--- config.mk ---
export PLATFORM = sky130hd
export DESIGN_NAME = t03_combat_arbiter_flat
export DESIGN_NICKNAME = d
export VERILOG_FILES = /design/src/rtl/t03_combat_arbiter_if.sv /design/src/rtl/t03_combat_arbiter.sv /design/src/flat_wrapper.sv
export SDC_FILE = /design/constraint.sdc
export NUM_CORES = 1
export LEC_CHECK = 0
export BUFFER_PORTS_ARGS = -buffer_cell sky130_fd_sc_hd__buf_2
export CAP_MARGIN = 20
export CELL_PAD_IN_SITES_DETAIL_PLACEMENT = 1
export CELL_PAD_IN_SITES_GLOBAL_PLACEMENT = 1
export CORE_MARGIN = 1.5
export CORE_UTILIZATION = 40
export CTS_CLUSTER_SIZE = 16
export DETAILED_ROUTE_END_ITERATION = 6
export GPL_ROUTABILITY_DRIVEN = 0
export MAX_ROUTING_LAYER = met4
export PLACE_DENSITY_LB_ADDON = 0.08
export SYNTH_ARGS = -nofsm -noshare
export SYNTH_HDL_FRONTEND = slang
export SYNTH_SLANG_ARGS = --single-unit
--- constraint.sdc ---
create_clock -name clk -period 4.7 [get_ports clk]
set_input_delay 0.235 -clock clk [delete_from_list [all_inputs] [get_ports clk]]
set_output_delay 0.235 -clock clk [all_outputs]
set_load 0.03 [all_outputs]
--- src/rtl/t03_combat_arbiter_if.sv ---
// Signal bundle between the frame/player logic and the combat arbiter.
// The master side drives the frame tick, start and player actions; the slave side returns health, hits and match status.
interface t03_combat_arbiter_if;
    logic       finished;
    logic       start;
    logic [1:0] p1_state;
    logic       p1_resting;
    logic [1:0] p2_state;
    logic       p2_resting;
    logic [7:0] p1_health;
    logic [7:0] p2_health;
    logic       p1_hit;
    logic       p2_hit;
    logic [1:0] game_state;
    logic [1:0] winner;

    modport master (
        output finished, start, p1_state, p1_resting, p2_state, p2_resting,
        input  p1_health, p2_health, p1_hit, p2_hit, game_state, winner
    );

    modport slave (
        input  finished, start, p1_state, p1_resting, p2_state, p2_resting,
        output p1_health, p2_health, p1_hit, p2_hit, game_state, winner
    );
endinterface

--- src/rtl/t03_combat_arbiter.sv ---
// Combat referee: detects strike edges, resolves damage against guard and post-hit immunity,
// tracks both health bars and runs the IDLE/FIGHT/KO/OVER match sequence on frame ticks.
module t03_combat_arbiter #(
    parameter logic [7:0] MAX_HEALTH   = 8'd100,
    parameter logic [7:0] PUNCH_DAMAGE = 8'd10,
    parameter logic [7:0] CHIP_DAMAGE  = 8'd2,
    parameter logic [3:0] HIT_COOLDOWN = 4'd8,
    parameter logic [7:0] KO_HOLD      = 8'd120
) (
    input logic                  clk,
    input logic                  nrst,
    t03_combat_arbiter_if.slave  bus
);

    typedef enum logic [1:0] {
        ST_IDLE  = 2'b00,
        ST_FIGHT = 2'b01,
        ST_KO    = 2'b10,
        ST_OVER  = 2'b11
    } game_state_t;

    localparam logic [1:0] ACT_PUNCH = 2'b01;
    localparam logic [1:0] ACT_BLOCK = 2'b10;

    function automatic logic [7:0] sat_sub(input logic [7:0] value, input logic [7:0] amount);
        logic [7:0] result;
        if (value > amount) begin
            result = value - amount;
        end else begin
            result = 8'd0;
        end
        return result;
    endfunction

    function automatic logic [3:0] cool_step(input logic [3:0] count, input logic load);
        logic [3:0] result;
        if (load) begin
            result = HIT_COOLDOWN;
        end else if (count != 4'd0) begin
            result = count - 4'd1;
        end else begin
            result = 4'd0;
        end
        return result;
    endfunction

    game_state_t state_r;
    logic [7:0]  p1_health_r;
    logic [7:0]  p2_health_r;
    logic        p1_hit_r;
    logic        p2_hit_r;
    logic [1:0]  winner_r;
    logic [3:0]  p1_cool_r;
    logic [3:0]  p2_cool_r;
    logic [7:0]  ko_cnt_r;
    logic        p1_prev_r;
    logic        p2_prev_r;

    logic        p1_active_s;
    logic        p2_active_s;
    logic        p1_strike_s;
    logic        p2_strike_s;
    logic        p1_guard_s;
    logic        p2_guard_s;
    logic        p1_land_s;
    logic        p2_land_s;
    logic [7:0]  p1_dmg_s;
    logic [7:0]  p2_dmg_s;
    logic [7:0]  p1_health_next_s;
    logic [7:0]  p2_health_next_s;
    logic [3:0]  p1_cool_next_s;
    logic [3:0]  p2_cool_next_s;
    logic        p1_zero_s;
    logic        p2_zero_s;
    logic        ko_now_s;

    // Strike edges, guard and damage resolution for this frame; p1_land_s means p1 is the one taking damage.
    always_comb begin
        p1_active_s = (bus.p1_state == ACT_PUNCH) && !bus.p1_resting;
        p2_active_s = (bus.p2_state == ACT_PUNCH) && !bus.p2_resting;
        p1_strike_s = p1_active_s && !p1_prev_r;
        p2_strike_s = p2_active_s && !p2_prev_r;
        p1_guard_s  = (bus.p1_state == ACT_BLOCK) && !bus.p1_resting;
        p2_guard_s  = (bus.p2_state == ACT_BLOCK) && !bus.p2_resting;

        p1_land_s = (state_r == ST_FIGHT) && p2_strike_s && (p1_cool_r == 4'd0);
        p2_land_s = (state_r == ST_FIGHT) && p1_strike_s && (p2_cool_r == 4'd0);

        if (p1_guard_s) begin
            p1_dmg_s = CHIP_DAMAGE;
        end else begin
            p1_dmg_s = PUNCH_DAMAGE;
        end
        if (p2_guard_s) begin
            p2_dmg_s = CHIP_DAMAGE;
        end else begin
            p2_dmg_s = PUNCH_DAMAGE;
        end

        if (p1_land_s) begin
            p1_health_next_s = sat_sub(p1_health_r, p1_dmg_s);
        end else begin
            p1_health_next_s = p1_health_r;
        end
        if (p2_land_s) begin
            p2_health_next_s = sat_sub(p2_health_r, p2_dmg_s);
        end else begin
            p2_health_next_s = p2_health_r;
        end

        p1_cool_next_s = cool_step(p1_cool_r, p1_land_s);
        p2_cool_next_s = cool_step(p2_cool_r, p2_land_s);

        p1_zero_s = (p1_health_next_s == 8'd0);
        p2_zero_s = (p2_health_next_s == 8'd0);
        ko_now_s  = p1_zero_s || p2_zero_s;
    end

    // Match sequencer and all registered outputs; everything except the hit pulses waits for a frame tick.
    always_ff @(posedge clk or negedge nrst) begin
        if (!nrst) begin
            state_r     <= ST_IDLE;
            p1_health_r <= MAX_HEALTH;
            p2_health_r <= MAX_HEALTH;
            p1_hit_r    <= 1'b0;
            p2_hit_r    <= 1'b0;
            winner_r    <= 2'b00;
            p1_cool_r   <= 4'd0;
            p2_cool_r   <= 4'd0;
            ko_cnt_r    <= 8'd0;
            p1_prev_r   <= 1'b0;
            p2_prev_r   <= 1'b0;
        end else begin
            p1_hit_r <= 1'b0;
            p2_hit_r <= 1'b0;
            if (bus.finished) begin
                p1_prev_r <= p1_active_s;
                p2_prev_r <= p2_active_s;
                p1_cool_r <= p1_cool_next_s;
                p2_cool_r <= p2_cool_next_s;
                case (state_r)
                    ST_IDLE, ST_OVER: begin
                        if (bus.start) begin
                            state_r     <= ST_FIGHT;
                            p1_health_r <= MAX_HEALTH;
                            p2_health_r <= MAX_HEALTH;
                            p1_cool_r   <= 4'd0;
                            p2_cool_r   <= 4'd0;
                            winner_r    <= 2'b00;
                            ko_cnt_r    <= 8'd0;
                        end else begin
                            state_r <= state_r;
                        end
                    end
                    ST_FIGHT: begin
                        p1_health_r <= p1_health_next_s;
                        p2_health_r <= p2_health_next_s;
                        p1_hit_r    <= p1_land_s;
                        p2_hit_r    <= p2_land_s;
                        if (ko_now_s) begin
                            state_r  <= ST_KO;
                            ko_cnt_r <= 8'd0;
                            winner_r <= {p1_zero_s, p2_zero_s};
                        end else begin
                            state_r <= ST_FIGHT;
                        end
                    end
                    ST_KO: begin
                        if (ko_cnt_r == (KO_HOLD - 8'd1)) begin
                            state_r <= ST_OVER;
                        end else begin
                            ko_cnt_r <= ko_cnt_r + 8'd1;
                        end
                    end
                    default: begin
                        state_r <= ST_IDLE;
                    end
                endcase
            end
        end
    end

    assign bus.p1_health  = p1_health_r;
    assign bus.p2_health  = p2_health_r;
    assign bus.p1_hit     = p1_hit_r;
    assign bus.p2_hit     = p2_hit_r;
    assign bus.game_state = state_r;
    assign bus.winner     = winner_r;

endmodule

--- src/flat_wrapper.sv ---
// flat-port wrapper written by rule: the top's interface ports become plain ports
module t03_combat_arbiter_flat 
#(
    parameter logic [7:0] MAX_HEALTH   = 8'd100,
    parameter logic [7:0] PUNCH_DAMAGE = 8'd10,
    parameter logic [7:0] CHIP_DAMAGE  = 8'd2,
    parameter logic [3:0] HIT_COOLDOWN = 4'd8,
    parameter logic [7:0] KO_HOLD      = 8'd120
)
  (clk, nrst, bus_finished, bus_start, bus_p1_state, bus_p1_resting, bus_p2_state, bus_p2_resting, bus_p1_health, bus_p2_health, bus_p1_hit, bus_p2_hit, bus_game_state, bus_winner);
  t03_combat_arbiter_if bus_i ();
  input logic clk;
  input logic nrst;
  input wire logic [$bits(bus_i.finished)-1:0] bus_finished;
  input wire logic [$bits(bus_i.start)-1:0] bus_start;
  input wire logic [$bits(bus_i.p1_state)-1:0] bus_p1_state;
  input wire logic [$bits(bus_i.p1_resting)-1:0] bus_p1_resting;
  input wire logic [$bits(bus_i.p2_state)-1:0] bus_p2_state;
  input wire logic [$bits(bus_i.p2_resting)-1:0] bus_p2_resting;
  output wire logic [$bits(bus_i.p1_health)-1:0] bus_p1_health;
  output wire logic [$bits(bus_i.p2_health)-1:0] bus_p2_health;
  output wire logic [$bits(bus_i.p1_hit)-1:0] bus_p1_hit;
  output wire logic [$bits(bus_i.p2_hit)-1:0] bus_p2_hit;
  output wire logic [$bits(bus_i.game_state)-1:0] bus_game_state;
  output wire logic [$bits(bus_i.winner)-1:0] bus_winner;
  assign bus_i.finished = bus_finished;
  assign bus_i.start = bus_start;
  assign bus_i.p1_state = bus_p1_state;
  assign bus_i.p1_resting = bus_p1_resting;
  assign bus_i.p2_state = bus_p2_state;
  assign bus_i.p2_resting = bus_p2_resting;
  assign bus_p1_health = bus_i.p1_health;
  assign bus_p2_health = bus_i.p2_health;
  assign bus_p1_hit = bus_i.p1_hit;
  assign bus_p2_hit = bus_i.p2_hit;
  assign bus_game_state = bus_i.game_state;
  assign bus_winner = bus_i.winner;
  t03_combat_arbiter #(.MAX_HEALTH(MAX_HEALTH), .PUNCH_DAMAGE(PUNCH_DAMAGE), .CHIP_DAMAGE(CHIP_DAMAGE), .HIT_COOLDOWN(HIT_COOLDOWN), .KO_HOLD(KO_HOLD)) u_core (.clk(clk), .nrst(nrst), .bus(bus_i));
endmodule
==> flow_summary.ini, run 1 <==
[pwr]
switching_share = 0.4305
seqPwrFrac = 0.371
powerDensity_nw_per_um2 = 434.7
power_frac_clock = 0.201
finalPower_mw = 1.230
p_switching_uw = 529.6
p_leak_nw = 1.258
peakVddDrop_uv = 190.6
combPwrFrac = 0.427
p_int_uw = 700.7

[setup_path]
worstReg2RegEnd = u_core.ko_cnt_r[5]
end_kind = flop
worst-path-max-fanout = 12
reg2reg_depth = 9
rr_startpoint = u_core.p1_cool_r[0]
crit_chain = inv_1 > ha_1 > nor3b_1 > nand3_1 > or4_1 > a21bo_2 > o311ai_4 > and2_1 > o221ai_1
worstSetupPathType = reg2reg
cp_slowest_cell = or4_1
cp.arrival_ns = 3.43
slowest_delay_ns = 0.59
regToRegSetupSlack_ns = 1.43
crit_path_start_kind = flop
crit_required_ns = 4.86

[die]
design.core.area_um2 = 6026
fp.dieW_um = 82.59
die_h_um = 82.59
die_area_um2 = 6820
initial_core_util = 0.4205
num_rows = 28
io_pins = 32

[sta]
setup_viol = 0
skew_ns = 0.01277
period_needed_ns = 3.268
grt_setup_unrepaired = false
drv_slew = 0
hold_ws_ns = 0.06448
timing.fmax_mhz = 306.0
hold_viol_final = 0
relSlewSlack = 0.3839
fin_crit_sh = 0.6953
tns_ns = 0
worstMarginPinSlew_ns = 0.9241

[grt]
track_usage = 0.2234
grt_max_degree = 41
grt_pass1_vias = 2361
grt_overflow = 0
grt_pass1_wl_um = 11500
antenna_found_initial = 0

[finish]
num-nets-final = 338
mostFrequentLayoutCells = dfrtp_1 (34), buf_2 (31), nand2_1 (26), o21ai_0 (26), nor2_1 (20)
final_common_cell = dfrtp_1
design_area_um2 = 2830
finalNonFillerCells = 393
n_antenna_cell = 0
drive_gt1_frac = 0.1667
area_growth_pct = 11.70

[drt]
drt-initial-drc-count = 122
vias = 2298
via_per_inst = 5.847
first_pass_iters = 4
wl_per_cell_um = 17.18
drc_errors = 0
drtAntennaViolNets = 0
routed_wl_um = 6750

[cts]
clk_latency_ns = 0.30
clock-root-buffer = clkbuf_8
cts.sinks = 40
cts_resized = 0
ctsHoldBuffers = 0
numCtsBuffers = 5
clkSlewWorstSetupHoldPaths_ns = 0.09
htree_num_levels = 2
cts_setup_buffers = 0
cts_max_path_buffers = 2
cts_tree = yes

[yosys]
ys.warnings.count = 0
synth_top_cell_by_area = dfrtp_1
syn_inst = 287
ys_types = 55
async_flop_share = 1.000
synth_area_um2 = 2534
synth_seq_cells = 40
ys_seq_area_frac = 0.3980
synth.avg_cell_area_um2 = 8.828
synth_edf_count = 0
ys.flop_type = dfrtp_1
yosys-top-cells-area = dfrtp_1 (34%), dfstp_2 (6.2%), ha_1 (5.4%)
synth_fp_nets = 308
synth_top_area_share = 0.3358

[placement]
hpwl_um = 4993
port_buffers = 31
placed_area_um2 = 2740
dpl.cell_count = 385

[hold_path]
hp-class = in2async

[outcome]
status = finished clean

[flow_run]
max_cap_viol_count = 0
==> critical path: cells and delay by family (launching register included) <==
family          cells  cell delay, ns
buf+inv             1            0.11
flops               1            0.38
simple gates        4            1.51
compound gates      3            0.96
fa+ha+maj           1            0.18
==> per-stage QoR <==
stage / utilization / worst slack [ns]
6_report: 0.4697 / 1.432
5_1_grt: 0.4697 / 1.264
4_1_cts: 0.4697 / 1.451
3_5_place_dp: 0.4547 / 1.327
3_3_place_gp: 0.4547 / 1.420
2_1_floorplan: - / 2.010
==> how the worst max path moves through the flow <==
stage / start / to / slack (ns) / cells after the start
after floorplan: u_core.bus.game_state[0] / u_core.bus.winner[1] / 2.01 / 10
after global placement: bus_p1_resting / u_core.ko_cnt_r[6] / 1.42 / 10
after detailed placement: bus_p1_resting / u_core.ko_cnt_r[5] / 1.33 / 10
after CTS: u_core.p1_cool_r[0] / u_core.ko_cnt_r[5] / 1.45 / 9
after global routing: u_core.p1_cool_r[0] / u_core.ko_cnt_r[5] / 1.26 / 9
final: u_core.p1_cool_r[0] / u_core.ko_cnt_r[5] / 1.43 / 9
==> cells in the mapped netlist, drive strengths merged (6+ instances only) <==
library cell,instances
nor3,12
nand2,28
nor2,20
o21ai,27
dfrtp,34
dfstp,6
nand3,7
a21oi,11
clkbuf,6
nor2b,7
a22oi,6
ha,11
inv,19
and3,6
==> power groups by stage <==
stage                     Clock [mW]  Sequential [mW]  Combinational, mW
after CTS                      0.250            0.458              0.528
after floorplan                    0            0.486              0.359
after global routing           0.262            0.468              0.587
after global placement             0            0.463              0.508
final                          0.248            0.457              0.526
after detailed placement           0            0.463              0.524
==> state kept, by name (all words and copies together) (netlist names), 2 cells and up <==
signal and cells:
u_core.bus.game_state 2, u_core.bus.winner 2, u_core.ko_cnt_r 8, u_core.bus.p2_health 8, u_core.p1_cool_r 4, u_core.p2_cool_r 4, u_core.bus.p1_health 8
==> area by class of cell <==
class,instances,area [um2]
Sequential cell,40,1008
Inverter,20,75.07
Clock buffer,8,90.09
Timing Repair Buffer,32,162.7
Fill cell,737,3196
Multi-Input combinational cell,218,1400
Tap cell,75,93.84
==> logic make-up (layout without fill, tap and decap cells) <==
| group | Yosys count | after routing | synth area share |
|---|---|---|---|
| AO/OA/AOI/OAI | 89 | 89 | 0.2444 |
| XOR/XNOR | 3 | 3 | 0.01037 |
| adder cells (fa/ha/maj) | 11 | 11 | 0.05432 |
| buffers and inverters | 29 | 60 | 0.04938 |
| flip-flops | 40 | 40 | 0.3980 |
| multiplexers | 3 | 3 | 0.01235 |
| AND/OR/NAND/NOR | 112 | 112 | 0.2311 |
==> routing by layer <==
metal	global-route usage	wire length (um)
met1	0.3084	3418
met5	-	0
met2	0.3504	3132
met4	0.04167	42
met3	0.03297	156
Note: power is estimated with default switching activity, not from simulation.
==> run 2, diff against run 1 <==
--- a/config.mk
+++ b/config.mk
@@ -5,12 +5,13 @@
 export SDC_FILE = /design/constraint.sdc
 export NUM_CORES = 1
 export LEC_CHECK = 0
+export ABC_AREA = 1
 export BUFFER_PORTS_ARGS = -buffer_cell sky130_fd_sc_hd__buf_2
 export CAP_MARGIN = 20
 export CELL_PAD_IN_SITES_DETAIL_PLACEMENT = 1
 export CELL_PAD_IN_SITES_GLOBAL_PLACEMENT = 1
 export CORE_MARGIN = 1.5
-export CORE_UTILIZATION = 40
+export CORE_UTILIZATION = 38
 export CTS_CLUSTER_SIZE = 16
 export DETAILED_ROUTE_END_ITERATION = 6
 export GPL_ROUTABILITY_DRIVEN = 0
==> constraint.sdc (replaced) <==
create_clock -name clk -period 3 [get_ports clk]
set_input_delay 0.15 -clock clk [delete_from_list [all_inputs] [get_ports clk]]
set_output_delay 0.15 -clock clk [all_outputs]
set_load 0.03 [all_outputs]
==> flow_summary.ini, run 2 <==
[drt]
via_per_inst = 5.002
drtAntennaViolNets = 0
drc_errors = 0
drt-initial-drc-count = 99
vias = 2541
routed_wl_um = 7152
first_pass_iters = 4
wl_per_cell_um = 14.08

[grt]
grt_max_degree = 41
grt_pass1_wl_um = 12090
grt_pass1_vias = 2545
grt_overflow = 0
track_usage = 0.2140
antenna_found_initial = 0

[yosys]
synth_seq_cells = 40
post-synth-top-count-cell = nand2_1
synth.avg_cell_area_um2 = 7.078
ys.warnings.count = 0
ys_seq_area_frac = 0.3789
async_flop_share = 1.000
synth_top_cell_by_area = dfrtp_1
synth_edf_count = 0
synth_commonest_cells = nand2_1 (102), inv_1 (50), nor2_1 (42)
synth_area_um2 = 2661
ys.flop_type = dfrtp_1
syn_inst = 376
yosys-top-cells-area = dfrtp_1 (32%), nand2_1 (14%), nand3_1 (7.3%)
synth_fp_nets = 397
ys_types = 33
synth_top_area_share = 0.3197

[placement]
port_buffers = 31
place_ws_ns = 0.2890
hpwl_um = 5630

[setup_path]
critPathTopFamily = simple AND/OR/NAND/NOR gates
cp_num_buf_inv = 2
crit_path_frequent_cell = nand2_1
cp_slowest_cell = dfrtp_1
end_kind = flop
reg2reg_depth = 15
worst-path-max-fanout = 13
crit_chain = inv_1 > ha_1 > inv_2 > nor2_2 > nand3_2 > nor2_4 > nand2_1 > nand2_1 > nand3_1 > nor2_4 > nand2_2 > nand3_2 > nand2_2 > nand2_1 > nand2_1
crit_required_ns = 3.19
crit_path_start_kind = flop
cp.arrival_ns = 2.85
regToRegSetupSlack_ns = 0.34
crit_cells = 15
slowest_delay_ns = 0.43
worstSetupPathType = reg2reg

[hold_path]
hp-class = in2async

[cts]
clock-root-buffer = clkbuf_8
clkSlewWorstSetupHoldPaths_ns = 0.08
cts_tree = yes
ctsHoldBuffers = 0
cts_resized = 0
htree_num_levels = 2
clk_latency_ns = 0.30
cts.sinks = 40
cts_max_path_buffers = 2
numCtsBuffers = 5
cts_setup_buffers = 0

[sta]
drv_slew = 0
hold_viol_final = 0
relSlewSlack = 0.3599
timing.fmax_mhz = 375.4
tns_ns = 0
fin_crit_sh = 0.8879
setup_viol = 0
skew_ns = 0.01083
period_needed_ns = 2.664
layout_setup_ws_ns = 0.3364
worstMarginPinSlew_ns = 0.9602
grt_setup_unrepaired = false
hold_ws_ns = 0.004950

[finish]
mostFrequentLayoutCells = nand2_1 (102), inv_1 (50), nor2_1 (42)
num-nets-final = 432
final_common_cell = nand2_1
area_growth_pct = 13.49
n_antenna_cell = 0
drive_gt1_frac = 0.1553

[die]
initial_core_util = 0.3917
design.core.area_um2 = 6794
io_pins = 32
die_area_um2 = 7514
num_rows = 30
fp.dieW_um = 86.69
die_h_um = 86.69

[pwr]
finalPower_mw = 2.567
p_leak_nw = 1.603
peakVddDrop_uv = 383.3
powerDensity_nw_per_um2 = 849.8

[flow_run]
max_cap_viol_count = 0

[outcome]
status = finished clean
-- run 2: cell types whose count changed after synthesis, moves of 7 or more --
cell | before | now
nand2_1 | 26 | 102
nand3_1 | 7 | 39
nor2b_1 | 7 | 0
inv_1 | 19 | 50
o21ai_0 | 26 | 17
nor2_1 | 20 | 42
-- run 2: layout make-up --
| cell class | count | area, um2 |
|---|---|---|
| Sequential cell | 40 | 1008 |
| Inverter | 56 | 210.2 |
| Clock inverter | 2 | 35.03 |
| Fill cell | 904 | 3774 |
| Clock buffer | 6 | 72.57 |
| Multi-Input combinational cell | 276 | 1411 |
| Timing Repair Buffer | 32 | 162.7 |
| Tap cell | 96 | 120.1 |
-- run 2: path summary, 6_finish.rpt --
path | endpoint | startpoint
max in group asynchronous | u_core.ko_cnt_r[1] | nrst
min | u_core.bus.p2_health[4] | nrst
min reg2reg | u_core.ko_cnt_r[7] | u_core.ko_cnt_r[7]
max reg2reg | u_core.ko_cnt_r[1] | u_core.bus.game_state[1]
min in group clk | u_core.p2_cool_r[2] | bus_finished
max | u_core.ko_cnt_r[1] | u_core.bus.game_state[1]
-- run 2: cell families after synthesis --
family,count (synthesis),synth area share
flops,40,0.3789
buf+inv,60,0.09073
xor+xnor,4,0.01317
simple gates,214,0.3653
fa+ha+maj,11,0.05172
compound gates,47,0.1001
-- run 2: metal layers --
metal  track usage  routed length [um]  vias to the layer above
li1              -                   -                     1274
met1        0.2779                3552                     1227
met5             -                   0                        -
met2        0.3530                3356                       34
met3       0.03333                 180                        6
met4       0.04839                  63                        0
-- run 2: metrics by stage --
step	util	cell area [um2]	instances
6_report	0.4446	3020	508
5_1_grt	0.4446	3020	508
4_1_cts	0.4446	3020	508
3_5_place_dp	0.4287	2913	500
3_3_place_gp	0.4287	2913	500
2_1_floorplan	-	2661	376
-- run 2: power by group --
group          internal, mW  total (mW)  switching, mW
Clock                 0.247       0.450          0.202
Combinational         0.406        1.28          0.878
Sequential            0.698       0.834          0.136
==> run 3, diff against run 2 <==
--- a/config.mk
+++ b/config.mk
@@ -5,13 +5,12 @@
 export SDC_FILE = /design/constraint.sdc
 export NUM_CORES = 1
 export LEC_CHECK = 0
-export ABC_AREA = 1
 export BUFFER_PORTS_ARGS = -buffer_cell sky130_fd_sc_hd__buf_2
 export CAP_MARGIN = 20
 export CELL_PAD_IN_SITES_DETAIL_PLACEMENT = 1
 export CELL_PAD_IN_SITES_GLOBAL_PLACEMENT = 1
 export CORE_MARGIN = 1.5
-export CORE_UTILIZATION = 38
+export CORE_UTILIZATION = 40
 export CTS_CLUSTER_SIZE = 16
 export DETAILED_ROUTE_END_ITERATION = 6
 export GPL_ROUTABILITY_DRIVEN = 0
==> flow_summary.ini, run 3 (synthesis results as in run 1) <==
[finish]
area_growth_pct = 16.74
num-nets-final = 349
mostFrequentLayoutCells = dfrtp_1 (34), buf_2 (31), nand2_1 (26), o21ai_0 (26), nor2_1 (20)
n_fill_cell = 741
drive_gt1_frac = 0.2036
final_common_cell = dfrtp_1
finalNonFillerCells = 404
n_antenna_cell = 0

[cts]
cts_tree = yes
cts.sinks = 40
clkSlewWorstSetupHoldPaths_ns = 0.09
clk_latency_ns = 0.30
numCtsBuffers = 5
htree_num_levels = 2
clock-root-buffer = clkbuf_8
cts_max_path_buffers = 2

[drt]
vias = 2373
first_pass_iters = 4
routed_wl_um = 7121
via_per_inst = 5.874
dr_wl_met3_um = 237
drtAntennaViolNets = 0
wl_met2_um = 3431
drt-initial-drc-count = 77
top_layer = met4
wl_per_cell_um = 17.63
m1WireLength_um = 3346
drc_errors = 0

[setup_path]
crit_start = u_core.bus.p1_health[3]
end_kind = flop
worstSetupPathType = reg2reg
rr_startpoint = u_core.bus.p1_health[3]
crit_path_frequent_cell = a41oi_1
cp.arrival_ns = 2.97
cp_slowest_cell = dfrtp_1
crit_path_start_kind = flop
crit_required_ns = 3.22
worst-path-max-fanout = 10
crit_chain = ha_1 > or3_1 > or2_2 > xor2_1 > a41oi_1 > o311ai_4 > buf_6 > a41oi_1 > o2bb2ai_1
slowest_delay_ns = 0.41

[pwr]
seqPwrFrac = 0.345
power_frac_clock = 0.239
p_leak_nw = 1.337
peakVddDrop_uv = 336.7
powerDensity_nw_per_um2 = 706.5
combPwrFrac = 0.417
p_int_mw = 1.242
p_switching_uw = 847.4
switching_share = 0.4055

[sta]
fin_crit_sh = 0.9150
hold_viol_final = 8
setup_viol = 0
timing.fmax_mhz = 364.3
tns_ns = 0
hold_ws_ns = -0.02606
period_needed_ns = 2.745
worstMarginPinSlew_ns = 0.9365
drv_slew = 0
skew_ns = 0.007452
grt_setup_unrepaired = false
relSlewSlack = 0.3756

[grt]
grt_pass1_wl_um = 12060
grt_overflow = 0
grt_max_degree = 41
antenna_found_initial = 0
grt_pass1_vias = 2439
track_usage = 0.2413

[hold_path]
hp-class = in2async

[die]
fp.dieW_um = 82.59
initial_core_util = 0.4205
die_h_um = 82.59
die_area_um2 = 6820
num_rows = 28
design.core.area_um2 = 6026
io_pins = 32

[outcome]
status = complete, but fails checks
violations = negative hold slack

[flow_run]
max_cap_viol_count = 0

[placement]
dpl.cell_count = 396
port_buffers = 31
hpwl_um = 5332
==> run 3: critical path, delay by kind of cell, from the launching register on <==
family / cells / cell delay [ns]
buffers and inverters: 1 / 0.20
DFF: 1 / 0.41
AOI/OAI and AO/OA: 4 / 0.97
and+or+nand+nor: 2 / 0.73
adders and majority gates: 1 / 0.22
xor gates and xnor gates: 1 / 0.16
==> run 3: per-stage QoR <==
stage	setup WS [ns]	power, mW	instance area [um2]	hold slack [ns]	utilization
finish	0.2551	2.090	2958	-0.02606	0.4909
global route	0.04514	2.264	2958	0.05150	0.4909
CTS	0.1338	2.100	2949	0.01165	0.4894
detailed placement	0.007415	1.593	2823	0.3446	0.4684
global placement	0.09647	1.573	2823	0.3329	0.4684
floorplan	0.3096	1.324	2534	-0.1456	-
==> run 3: power groups by stage <==
stage	clock, mW	sequential [mW]	combinational (mW)
final	0.499	0.720	0.871
after global routing	0.529	0.736	0.999
after CTS	0.509	0.720	0.871
after detailed placement	0	0.730	0.863
after global placement	0	0.727	0.846
after floorplan	0	0.761	0.563
==> run 3: metal layers <==
metal / track usage / vias up
met3: 0.04066 / 9
met4: 0.07833 / 0
met2: 0.3805 / 47
met1: 0.3153 / 1182
li1: - / 1135
met5: - / -
==> run 3: worst paths after layout <==
check | end | slack [ns] | cells past startpoint
hold / removal | u_core.bus.p1_health[1] | -0.03 | 1
setup / recovery | u_core.ko_cnt_r[3] | 0.26 | 9
setup reg to reg | u_core.ko_cnt_r[3] | 0.26 | 9
hold reg to reg | u_core.bus.winner[0] | 0.50 | 1
min in group clk | u_core.p1_prev_r | 0.13 | 3
max in group asynchronous | u_core.bus.p1_hit | 2.43 | 1
==> run 3: area by class of cell <==
class | instances | area (um2) | share of cell area
Tap cell | 75 | 93.84 | 0.03173
Timing Repair Buffer | 43 | 249.0 | 0.08418
Multi-Input combinational cell | 218 | 1405 | 0.4750
Clock inverter | 1 | 30.03 | 0.01015
Inverter | 20 | 75.07 | 0.02538
Sequential cell | 40 | 1008 | 0.3409
Clock buffer | 7 | 96.34 | 0.03257
==> run 3: what timing repair did <==
item	CTS	global route
endpoints found under the setup margin	0	9
resized for setup	0	2
buffers inserted	0	0
hold endpoints to repair	0	0
hold buffers	0	0
